===== config.mk =====
export PLATFORM = sky130hd
export DESIGN_NAME = bp_me_router_inject_arb
export DESIGN_NICKNAME = d
export VERILOG_FILES = /design/src/rtl/bp_me_network_pkg.sv /design/src/rtl/bp_me_rr_pick.sv /design/src/rtl/bp_me_router_inject_arb.sv
export SDC_FILE = /design/constraint.sdc
export NUM_CORES = 1
export LEC_CHECK = 0
export BUFFER_PORTS_ARGS = -buffer_cell sky130_fd_sc_hd__buf_2
export CAP_MARGIN = 10
export CELL_PAD_IN_SITES_DETAIL_PLACEMENT = 1
export CELL_PAD_IN_SITES_GLOBAL_PLACEMENT = 1
export CORE_MARGIN = 1.5
export CORE_UTILIZATION = 32
export CTS_CLUSTER_SIZE = 14
export DETAILED_ROUTE_END_ITERATION = 7
export GPL_ROUTABILITY_DRIVEN = 0
export PLACE_DENSITY_LB_ADDON = 0.1
export SYNTH_ARGS = -nofsm -noshare
export SYNTH_HDL_FRONTEND = slang
export SYNTH_SLANG_ARGS = --single-unit
export TNS_END_PERCENT = 1

===== constraint.sdc =====
create_clock -name clk_i -period 9.9 [get_ports clk_i]
set_clock_uncertainty 0.15 [all_clocks]
set_input_delay 0.99 -clock clk_i [delete_from_list [all_inputs] [get_ports clk_i]]
set_output_delay 0.99 -clock clk_i [all_outputs]
set_load 0.01 [all_outputs]

===== src/rtl/bp_me_network_pkg.sv =====
// Shared types for the tile network-side schedulers: arbitration states,
// the per-source beat struct macro and a width helper.
`ifndef BP_ME_NETWORK_PKG_SV
`define BP_ME_NETWORK_PKG_SV

`define BP_ME_DECLARE_BEAT_S(data_width_mp, len_width_mp) \
    typedef struct packed {                                 \
        logic [data_width_mp-1:0] data;                     \
        logic [len_width_mp-1:0]  len;                      \
    } bp_me_beat_s

package bp_me_network_pkg;

    typedef enum logic {
        e_arb_idle,
        e_arb_locked
    } arb_state_e;

    // Index width that never collapses to zero bits for tiny vectors.
    function automatic int safe_clog2(input int n);
        return (n > 1) ? $clog2(n) : 1;
    endfunction

endpackage

`endif


===== src/rtl/bp_me_rr_pick.sv =====
// Combinational round-robin picker: first eligible index at or after rr_ptr_i,
// wrapping at num_src_p with an explicit compare so non-power-of-2 counts work.
import bp_me_network_pkg::*;

module bp_me_rr_pick #(
    parameter  int num_src_p   = 4,
    localparam int id_width_lp = safe_clog2(num_src_p)
) (
    input  logic [num_src_p-1:0]   eligible_i,
    input  logic [id_width_lp-1:0] rr_ptr_i,
    output logic [num_src_p-1:0]   grant_o,
    output logic [id_width_lp-1:0] grant_id_o,
    output logic                   found_o
);

    int cand;

    always_comb begin
        grant_o    = '0;
        grant_id_o = '0;
        found_o    = 1'b0;
        cand       = 0;
        for (int k = 0; k < num_src_p; k++) begin
            cand = int'(rr_ptr_i) + k;
            if (cand >= num_src_p) begin
                cand = cand - num_src_p;
            end
            if (!found_o && eligible_i[cand]) begin
                found_o       = 1'b1;
                grant_o[cand] = 1'b1;
                grant_id_o    = id_width_lp'(cand);
            end
        end
    end

endmodule


===== src/rtl/bp_me_router_inject_arb.sv =====
// Shares the router P injection link among on-tile sources; the grant is held
// for a whole packet and beats leave through a one-entry ready-and register.
import bp_me_network_pkg::*;

module bp_me_router_inject_arb #(
    parameter  int num_src_p       = 4,
    parameter  int width_p         = 64,
    parameter  int len_width_p     = 4,
    localparam int src_id_width_lp = safe_clog2(num_src_p)
) (
    input  logic                             clk_i,
    input  logic                             reset_i,
    input  logic [num_src_p-1:0]             en_i,
    input  logic [num_src_p*width_p-1:0]     data_i,
    input  logic [num_src_p*len_width_p-1:0] len_i,
    input  logic [num_src_p-1:0]             v_i,
    output logic [num_src_p-1:0]             ready_o,
    output logic [width_p-1:0]               data_o,
    output logic [src_id_width_lp-1:0]       src_id_o,
    output logic                             last_o,
    output logic                             v_o,
    input  logic                             ready_i,
    output logic                             locked_o
);

    `BP_ME_DECLARE_BEAT_S(width_p, len_width_p);

    localparam logic [src_id_width_lp-1:0] last_id_lp = src_id_width_lp'(num_src_p - 1);

    bp_me_beat_s beats [num_src_p];

    for (genvar i = 0; i < num_src_p; i++) begin : g_unpack
        assign beats[i].data = data_i[i*width_p +: width_p];
        assign beats[i].len  = len_i[i*len_width_p +: len_width_p];
    end

    arb_state_e                 state_q, state_d;
    logic [src_id_width_lp-1:0] rr_ptr_q, rr_ptr_d;
    logic [src_id_width_lp-1:0] lock_id_q, lock_id_d;
    logic [len_width_p-1:0]     beat_cnt_q, beat_cnt_d;
    logic [width_p-1:0]         data_q, data_d;
    logic [src_id_width_lp-1:0] src_id_q, src_id_d;
    logic                       last_q, last_d;
    logic                       v_q, v_d;

    logic [num_src_p-1:0]       pick_grant;
    logic [src_id_width_lp-1:0] pick_id;
    logic                       pick_found;
    logic [num_src_p-1:0]       grant;
    logic [src_id_width_lp-1:0] sel_id;
    logic                       out_free;
    logic                       accept;
    bp_me_beat_s                sel_beat;

    function automatic logic [src_id_width_lp-1:0] next_id(input logic [src_id_width_lp-1:0] id);
        return (id == last_id_lp) ? '0 : id + src_id_width_lp'(1);
    endfunction

    bp_me_rr_pick #(
        .num_src_p(num_src_p)
    ) u_pick (
        .eligible_i(v_i & en_i),
        .rr_ptr_i  (rr_ptr_q),
        .grant_o   (pick_grant),
        .grant_id_o(pick_id),
        .found_o   (pick_found)
    );

    // While locked only the packet owner may be served, even if it stalls.
    always_comb begin
        grant  = '0;
        sel_id = '0;
        if (state_q == e_arb_locked) begin
            grant[lock_id_q] = 1'b1;
            sel_id           = lock_id_q;
        end else if (pick_found) begin
            grant  = pick_grant;
            sel_id = pick_id;
        end
        out_free = !v_q || ready_i;
        ready_o  = grant & {num_src_p{out_free}};
        accept   = |(ready_o & v_i);
        sel_beat = beats[sel_id];
    end

    always_comb begin
        state_d    = state_q;
        rr_ptr_d   = rr_ptr_q;
        lock_id_d  = lock_id_q;
        beat_cnt_d = beat_cnt_q;
        data_d     = data_q;
        src_id_d   = src_id_q;
        last_d     = last_q;
        v_d        = v_q;
        if (accept) begin
            data_d   = sel_beat.data;
            src_id_d = sel_id;
            v_d      = 1'b1;
            if (state_q == e_arb_idle) begin
                if (sel_beat.len == '0) begin
                    last_d   = 1'b1;
                    rr_ptr_d = next_id(sel_id);
                end else begin
                    state_d    = e_arb_locked;
                    lock_id_d  = sel_id;
                    beat_cnt_d = sel_beat.len;
                    last_d     = 1'b0;
                end
            end else begin
                beat_cnt_d = beat_cnt_q - len_width_p'(1);
                last_d     = (beat_cnt_q == len_width_p'(1));
                if (beat_cnt_q == len_width_p'(1)) begin
                    state_d  = e_arb_idle;
                    rr_ptr_d = next_id(lock_id_q);
                end
            end
        end else if (ready_i) begin
            v_d = 1'b0;
        end
    end

    always_ff @(posedge clk_i or posedge reset_i) begin
        if (reset_i) begin
            state_q    <= e_arb_idle;
            rr_ptr_q   <= '0;
            lock_id_q  <= '0;
            beat_cnt_q <= '0;
            data_q     <= '0;
            src_id_q   <= '0;
            last_q     <= 1'b0;
            v_q        <= 1'b0;
        end else begin
            state_q    <= state_d;
            rr_ptr_q   <= rr_ptr_d;
            lock_id_q  <= lock_id_d;
            beat_cnt_q <= beat_cnt_d;
            data_q     <= data_d;
            src_id_q   <= src_id_d;
            last_q     <= last_d;
            v_q        <= v_d;
        end
    end

    assign data_o   = data_q;
    assign src_id_o = src_id_q;
    assign last_o   = last_q;
    assign v_o      = v_q;
    assign locked_o = (state_q == e_arb_locked);

endmodule


======== Yosys cells after proc, flatten, opt, wreduce, memory -nomap -nowiden ========
Cells that the tools add are included.
cells by class
  add/sub/neg operators ................... 10
  bitwise gates (word level) .............. 9
  reduce and logical (&&, ||, !) cells .... 20
  eq/ne operators ......................... 5
  mux-type cells .......................... 59
  magnitude comparators ................... 15
operators with widths
  kind                   count
  $bmux 68 s2            1
  $mux 68                2
  $ge 32x1->1 const B    4
  $lt 32x4->1 const B    4
  $mux 32                4
  $ge 32x4->1 const B    3
  $sub 32x4->32 const B  3
  $mux 4                 8
  $mux 1                 24
  $mux 2                 11
  $and 4x4->4            3
  $or 4x4->4             3
  $demux 1 s2            5
  $bmux 1 s2             4
  $logic_and 1x1->1      8
  $add 2x2->3 const B    2
  $reduce_and 3->1       2
  $add 2x1->2 const B    2
  $eq 2x2->1 const B     2
  $eq 4x1->1 const B     1
  $logic_not 1->1        4
  $logic_not 4->1        1
  $reduce_bool 2->1      2
  $reduce_or 4->1        1
  other kinds (13)       14
word-level totals
  input bits .............................. 283
  register bits after elaboration ......... 77
  word-level logic and storage cells ...... 126

======== Longest topological paths before layout ========
  depth after elaboration ................. 24
  depth in mapped cells ................... 16

======== Cells and area by module ========
A second synthesis with hierarchy kept.
second synthesis, totals
  cell total of the unflattened synthesis .. 543
  area, all modules ....................... 5728.0 µm²
by module, submodules not included
  module                   sequential area each (µm²)  area an instance (µm²)  times used  cells each
  bp_me_router_inject_arb  1926.8                      5267.6                  1           495
  bp_me_rr_pick            0.0                         460.4                   1           48

======== Worst setup path before layout ========
No wires, ideal clock.
  path kind ............................... input to register
  from .................................... input port v_i[2]
  to ...................................... register lock_id_q[0]
  path buffers ............................ 0
  slack ................................... 6224 ps
  library setup time ...................... 128 ps
  arrival time ............................ 3398 ps
  stages .................................. 8
  path through ............................ and2_1 mux4_2 a221o_1 a32o_1 a22oi_1 nand2_1 nand3_1 mux2_1
between the ends
  elaborated cells on any way between the ends .. 48
  classes of those cells .................. 31 x mux; 8 x bitwise; 9 x reduce/logical
RTL lines
  element                                     RTL line                        RTL
  from (decl)                                 bp_me_router_inject_arb.sv:16   input logic [num_src_p-1:0] v_i,
  $and 4x4->4 *                               bp_me_router_inject_arb.sv:62   .eligible_i(v_i & en_i),
  $bmux 1 s2                                  bp_me_rr_pick.sv:28             if (!found_o && eligible_i[cand]) begin
  $mux 1 (implied by the code) (2 in series)  bp_me_rr_pick.sv:28
  $mux 1                                      bp_me_rr_pick.sv:28
  $logic_not 1->1                             bp_me_rr_pick.sv:28
  $logic_and 1x1->1                           bp_me_rr_pick.sv:28
  $mux 1                                      bp_me_rr_pick.sv:28
  $logic_not 1->1                             bp_me_rr_pick.sv:28
  [... 4 more ...]                            --
  $mux 4 or $mux 1 (tied branches)            bp_me_rr_pick.sv:28
  $mux 4 *                                    bp_me_router_inject_arb.sv:76   end else if (pick_found) begin
  $mux 4 *                                    bp_me_router_inject_arb.sv:73   if (state_q == e_arb_locked) begin
  $and 4x4->4 *                               bp_me_router_inject_arb.sv:81   ready_o = grant & {num_src_p{out_free}};
  via ready_o[3]                              bp_me_router_inject_arb.sv:17   output logic [num_src_p-1:0] ready_o,
  $and 4x4->4 *                               bp_me_router_inject_arb.sv:82   accept = |(ready_o & v_i);
  $reduce_or 4->1 *                           bp_me_router_inject_arb.sv:82
  $reduce_and 3->1 (no source line) *         --
  to (signal assigned)                        bp_me_router_inject_arb.sv:135  lock_id_q <= lock_id_d;
  to (decl)                                   bp_me_router_inject_arb.sv:39   logic [src_id_width_lp-1:0] lock_id_q, lock_id_d;
Mark *: on every way through the listed nets, which the timed path passes. The rest lies on a longest branch. The select of a mux whose other input is x is not followed.
A chain may end at the register's enable or synchronous reset.

======== Final worst setup path ========
  from .................................... register rr_ptr_q[0]
  to ...................................... register data_q[9], in the netlist data_o[9]
between the ends
  cells in the longest elaborated chain, start to end .. 21
  elaborated cells on any way between the ends .. 79
  classes of those cells .................. 7 x add/sub; 12 x order compare; 43 x mux; 6 x bitwise; 11 x reduce/logical
ends and longest elaborated chain
  element                                                                 RTL line                        RTL
  from (decl)                                                             bp_me_router_inject_arb.sv:38   logic [src_id_width_lp-1:0] rr_ptr_q, rr_ptr_d;
  from (signal assigned)                                                  bp_me_router_inject_arb.sv:134  rr_ptr_q <= rr_ptr_d;
  parallel branches: the longest is 21 deep, another holds $sub 32x4->32  --
  to (signal assigned)                                                    bp_me_router_inject_arb.sv:137  data_q <= data_d;
  to (decl)                                                               bp_me_router_inject_arb.sv:41   logic [width_p-1:0] data_q, data_d;
Parallel ways; which one is timed is not known. The select of a mux whose other input is x is not followed.

==> results.toml <==
[clock_network]
cts.reportedPaths.clkPinSlew_ns = 0.06
htree_levels = 3
cts_sinks = 77
root_buffer = "clkbuf_16"
clkLatencyLatePin_ns = 0.33
cts_resized = 0
ctsHoldBuffers = 0
cts_setup_buffers = 0
ctsLongestPathBuffers = 2
tritoncts = "built"
cts_buffers = 9

[drt]
vias = 7491
drtIter0Drc = 310
post_drt_via_cell_ratio = 5.00
antenna_left = 0
drt-pass1-iter-count = 7
totalWireLength_um = 25100
drc_errors = 0
wl_per_cell_um = 16.8

[grt]
globalRoute.totalOverflow = 0
grt_start_max_net_pins = 81
grt_pass1_vias = 7586
grt_pass1_wl_um = 39100
grt_usage = 0.246
antenna_found_initial = 6

[synth]
synth_async_sr_flop_share = 1.00
syn_area_mm2 = 0.00617
yosys_warnings = 0
synth_edf_count = 0
synth_ff_type = "dfrtp_1"
synth.distinct_cells = 64
ys_seq_area_frac = 0.312
ys_seq_elements = 77
avgSynthCellArea_um2 = 6.68
synth_fp_nets = 1222
synthCells = 925

[timing]
hold_viol = 0
worst_slew_pin_slew_ns = 0.878
setup_viol = 0
rsz0062_at_grt = "false"
drv_slew = 0
fmax_mhz = 202
timing.final.crit_share = 0.501
tns_ns = 0
timing.final.crit_period_ns = 4.96
maxSlewHeadroom = 0.412

[layout]
drive_gt1_frac = 0.323
fin_nets = 1527
fillers = 2564
area_delta_synth_final_pct = 35.4
fin_util = 0.444

[worst_setup_path]
startpoint_type = "flop"
worstPathArrival_ns = 4.99
cp_max_fo = 80
crit_path_end_kind = "flop"
worstReg2RegStart = "rr_ptr_q[0]"
crit_start = "rr_ptr_q[0]"
worstPathRequired_ns = 9.93
crit_type = "flop to flop"

[power_and_ir_drop]
peakVddDrop_mv = 0.219
power_uw = 2630
powerDensity_mw_per_mm2 = 315
p_leak_uw = 0.00443

[floorplanning]
fp.dieH_um = 142
dieArea_mm2 = 0.0201
die_x_um = 142
core_mm2 = 0.0188
rows = 50
io_pins = 356
initial_core_util = 0.328

[placement]
numPortBuffers = 355
dp_hpwl_um = 19400

[flow_run]
drv_cap = 0

[run_status]
status = "finished, final reports clean"

[min_path]
hold_path.class = "flop to flop"
worstHoldStart = "src_id_o[0]"
## where the power goes
group / total [µW] / internal, µW / leakage, µW / switching (µW)
sequential: 567 / 482 / 0.000926 / 85.2
clock: 346 / 216 / 0.000152 / 131
combinational: 1720 / 593 / 0.00335 / 1120
## cell usage after synthesis, types with 2 or more instances
library cell	count	area share
a211o_1	3	0.0043
a21oi_1	7	0.0057
a221o_1	2	0.0032
a221oi_1	2	0.0028
a222oi_1	8	0.013
a22o_1	2	0.0028
and2_1	5	0.0051
buf_1	6	0.0036
buf_2	18	0.015
buf_4	5	0.0061
buf_6	3	0.0055
clkbuf_1	38	0.023
dfrtp_1	77	0.31
ha_1	14	0.028
inv_1	9	0.0055
inv_2	2	0.0012
mux2i_1	6	0.0097
mux2i_2	3	0.0067
mux4_2	5	0.018
nand2_1	403	0.24
nand2b_1	2	0.0020
nand3_1	90	0.073
nand4_1	3	0.0030
nand4b_1	2	0.0028
nor2_1	10	0.0061
nor2b_1	9	0.0091
nor3_1	4	0.0032
o2111ai_1	8	0.011
o211ai_1	2	0.0024
o21a_1	2	0.0024
o21ai_0	58	0.047
o21ai_1	82	0.066
o22ai_1	2	0.0020
o31ai_1	2	0.0024
o31ai_2	2	0.0041
## cell type report
class	instances	area (µm²)	area share
Multi-Input combinational cell	767	3900	0.466
Timing Repair Buffer	364	1840	0.221
Clock buffer	13	270	0.0323
Tap cell	260	325	0.0389
Clock inverter	3	42.5	0.00509
Inverter	11	42.5	0.00509
Sequential cell	77	1930	0.230
Antenna cell	4	10.0	0.00120
## final timing paths
path,end,slack (ns),cells after the start
min in group asynchronous,data_o[21],0.56,2
hold / removal,src_id_o[0],0.31,2
hold reg to reg,src_id_o[0],0.31,2
setup / recovery,data_o[9],4.94,12
max in group asynchronous,data_o[48],8.02,3
setup reg to reg,data_o[9],4.94,12
## flip-flops by register name, indices dropped and copies added, names as in the netlist
signal and flops:
data_o 64, beat_cnt_q 4, lock_id_q 2, rr_ptr_q 2, src_id_o 2, last_o 1
locked_o 1, v_o 1
## per-layer routing
metal  global-route usage  up-vias  part of all wire  routed length, µm
met5                    0        -            0.0011                 27
met4               0.0602        4             0.015                376
met3               0.0668       24             0.061               1530
met2                0.450      216              0.52              13000
met1                0.283     3484              0.40              10200
li1                     -     3763                 -                  -
## cells by family (layout without fill, tap and decap cells)
kind of cell    count (synthesis)  in the layout  synth area share
simple gates                  537            537             0.363
compound gates                200            200             0.197
buf+inv                        81            391            0.0596
flops                          77             77             0.312
mux                            16             16            0.0401
fa+ha+maj                      14             14            0.0284
other cells                     0              4                 0
## worst max-delay path, stage by stage, from the launching register on
cell and delay [ns]:
dfrtp_1 0.74, inv_2 0.30, ha_1 0.49, nand4bb_1 0.19
and4_1 0.32, nand2_1 0.14, a221o_1 0.28, a32o_1 0.30
a22o_1 0.32, nor2_4 0.12, buf_4 0.48, buf_4 0.72
o21ai_1 0.19
## through the flow
| stage | setup WS, ns | instance area, µm² | hold slack (ns) | std cells |
|---|---|---|---|---|
| after CTS | 4.96 | 8350 | 0.315 | 1495 |
| after floorplan | 6.22 | 6170 | 0.352 | 925 |
| after global placement | 5.10 | 8040 | 0.295 | 1479 |
| after global routing | 4.61 | 8360 | 0.361 | 1498 |
| after detailed placement | 4.97 | 8040 | 0.302 | 1479 |
| final | 4.94 | 8360 | 0.308 | 1499 |
## cells in the final DEF (no fill, tap or decap), types with 3 or more instances in the layout
cell / synthesis / layout
a211o_1: 3 / 3
a21oi_1: 7 / 7
a222oi_1: 8 / 8
and2_1: 5 / 5
buf_2: 18 / 355
buf_4: 5 / 9
clkbuf_16: 0 / 9
clkbuf_8: 0 / 3
dfrtp_1: 77 / 77
diode_2: 0 / 4
ha_1: 14 / 14
inv_1: 9 / 8
mux2i_1: 6 / 6
mux2i_2: 3 / 3
mux4_2: 5 / 5
nand2_1: 403 / 403
nand3_1: 90 / 90
nand4_1: 3 / 3
nor2_1: 10 / 8
nor2b_1: 9 / 9
nor3_1: 4 / 4
o2111ai_1: 8 / 8
o21ai_0: 58 / 58
o21ai_1: 82 / 82
Note: power is estimated with default switching activity, not from simulation.
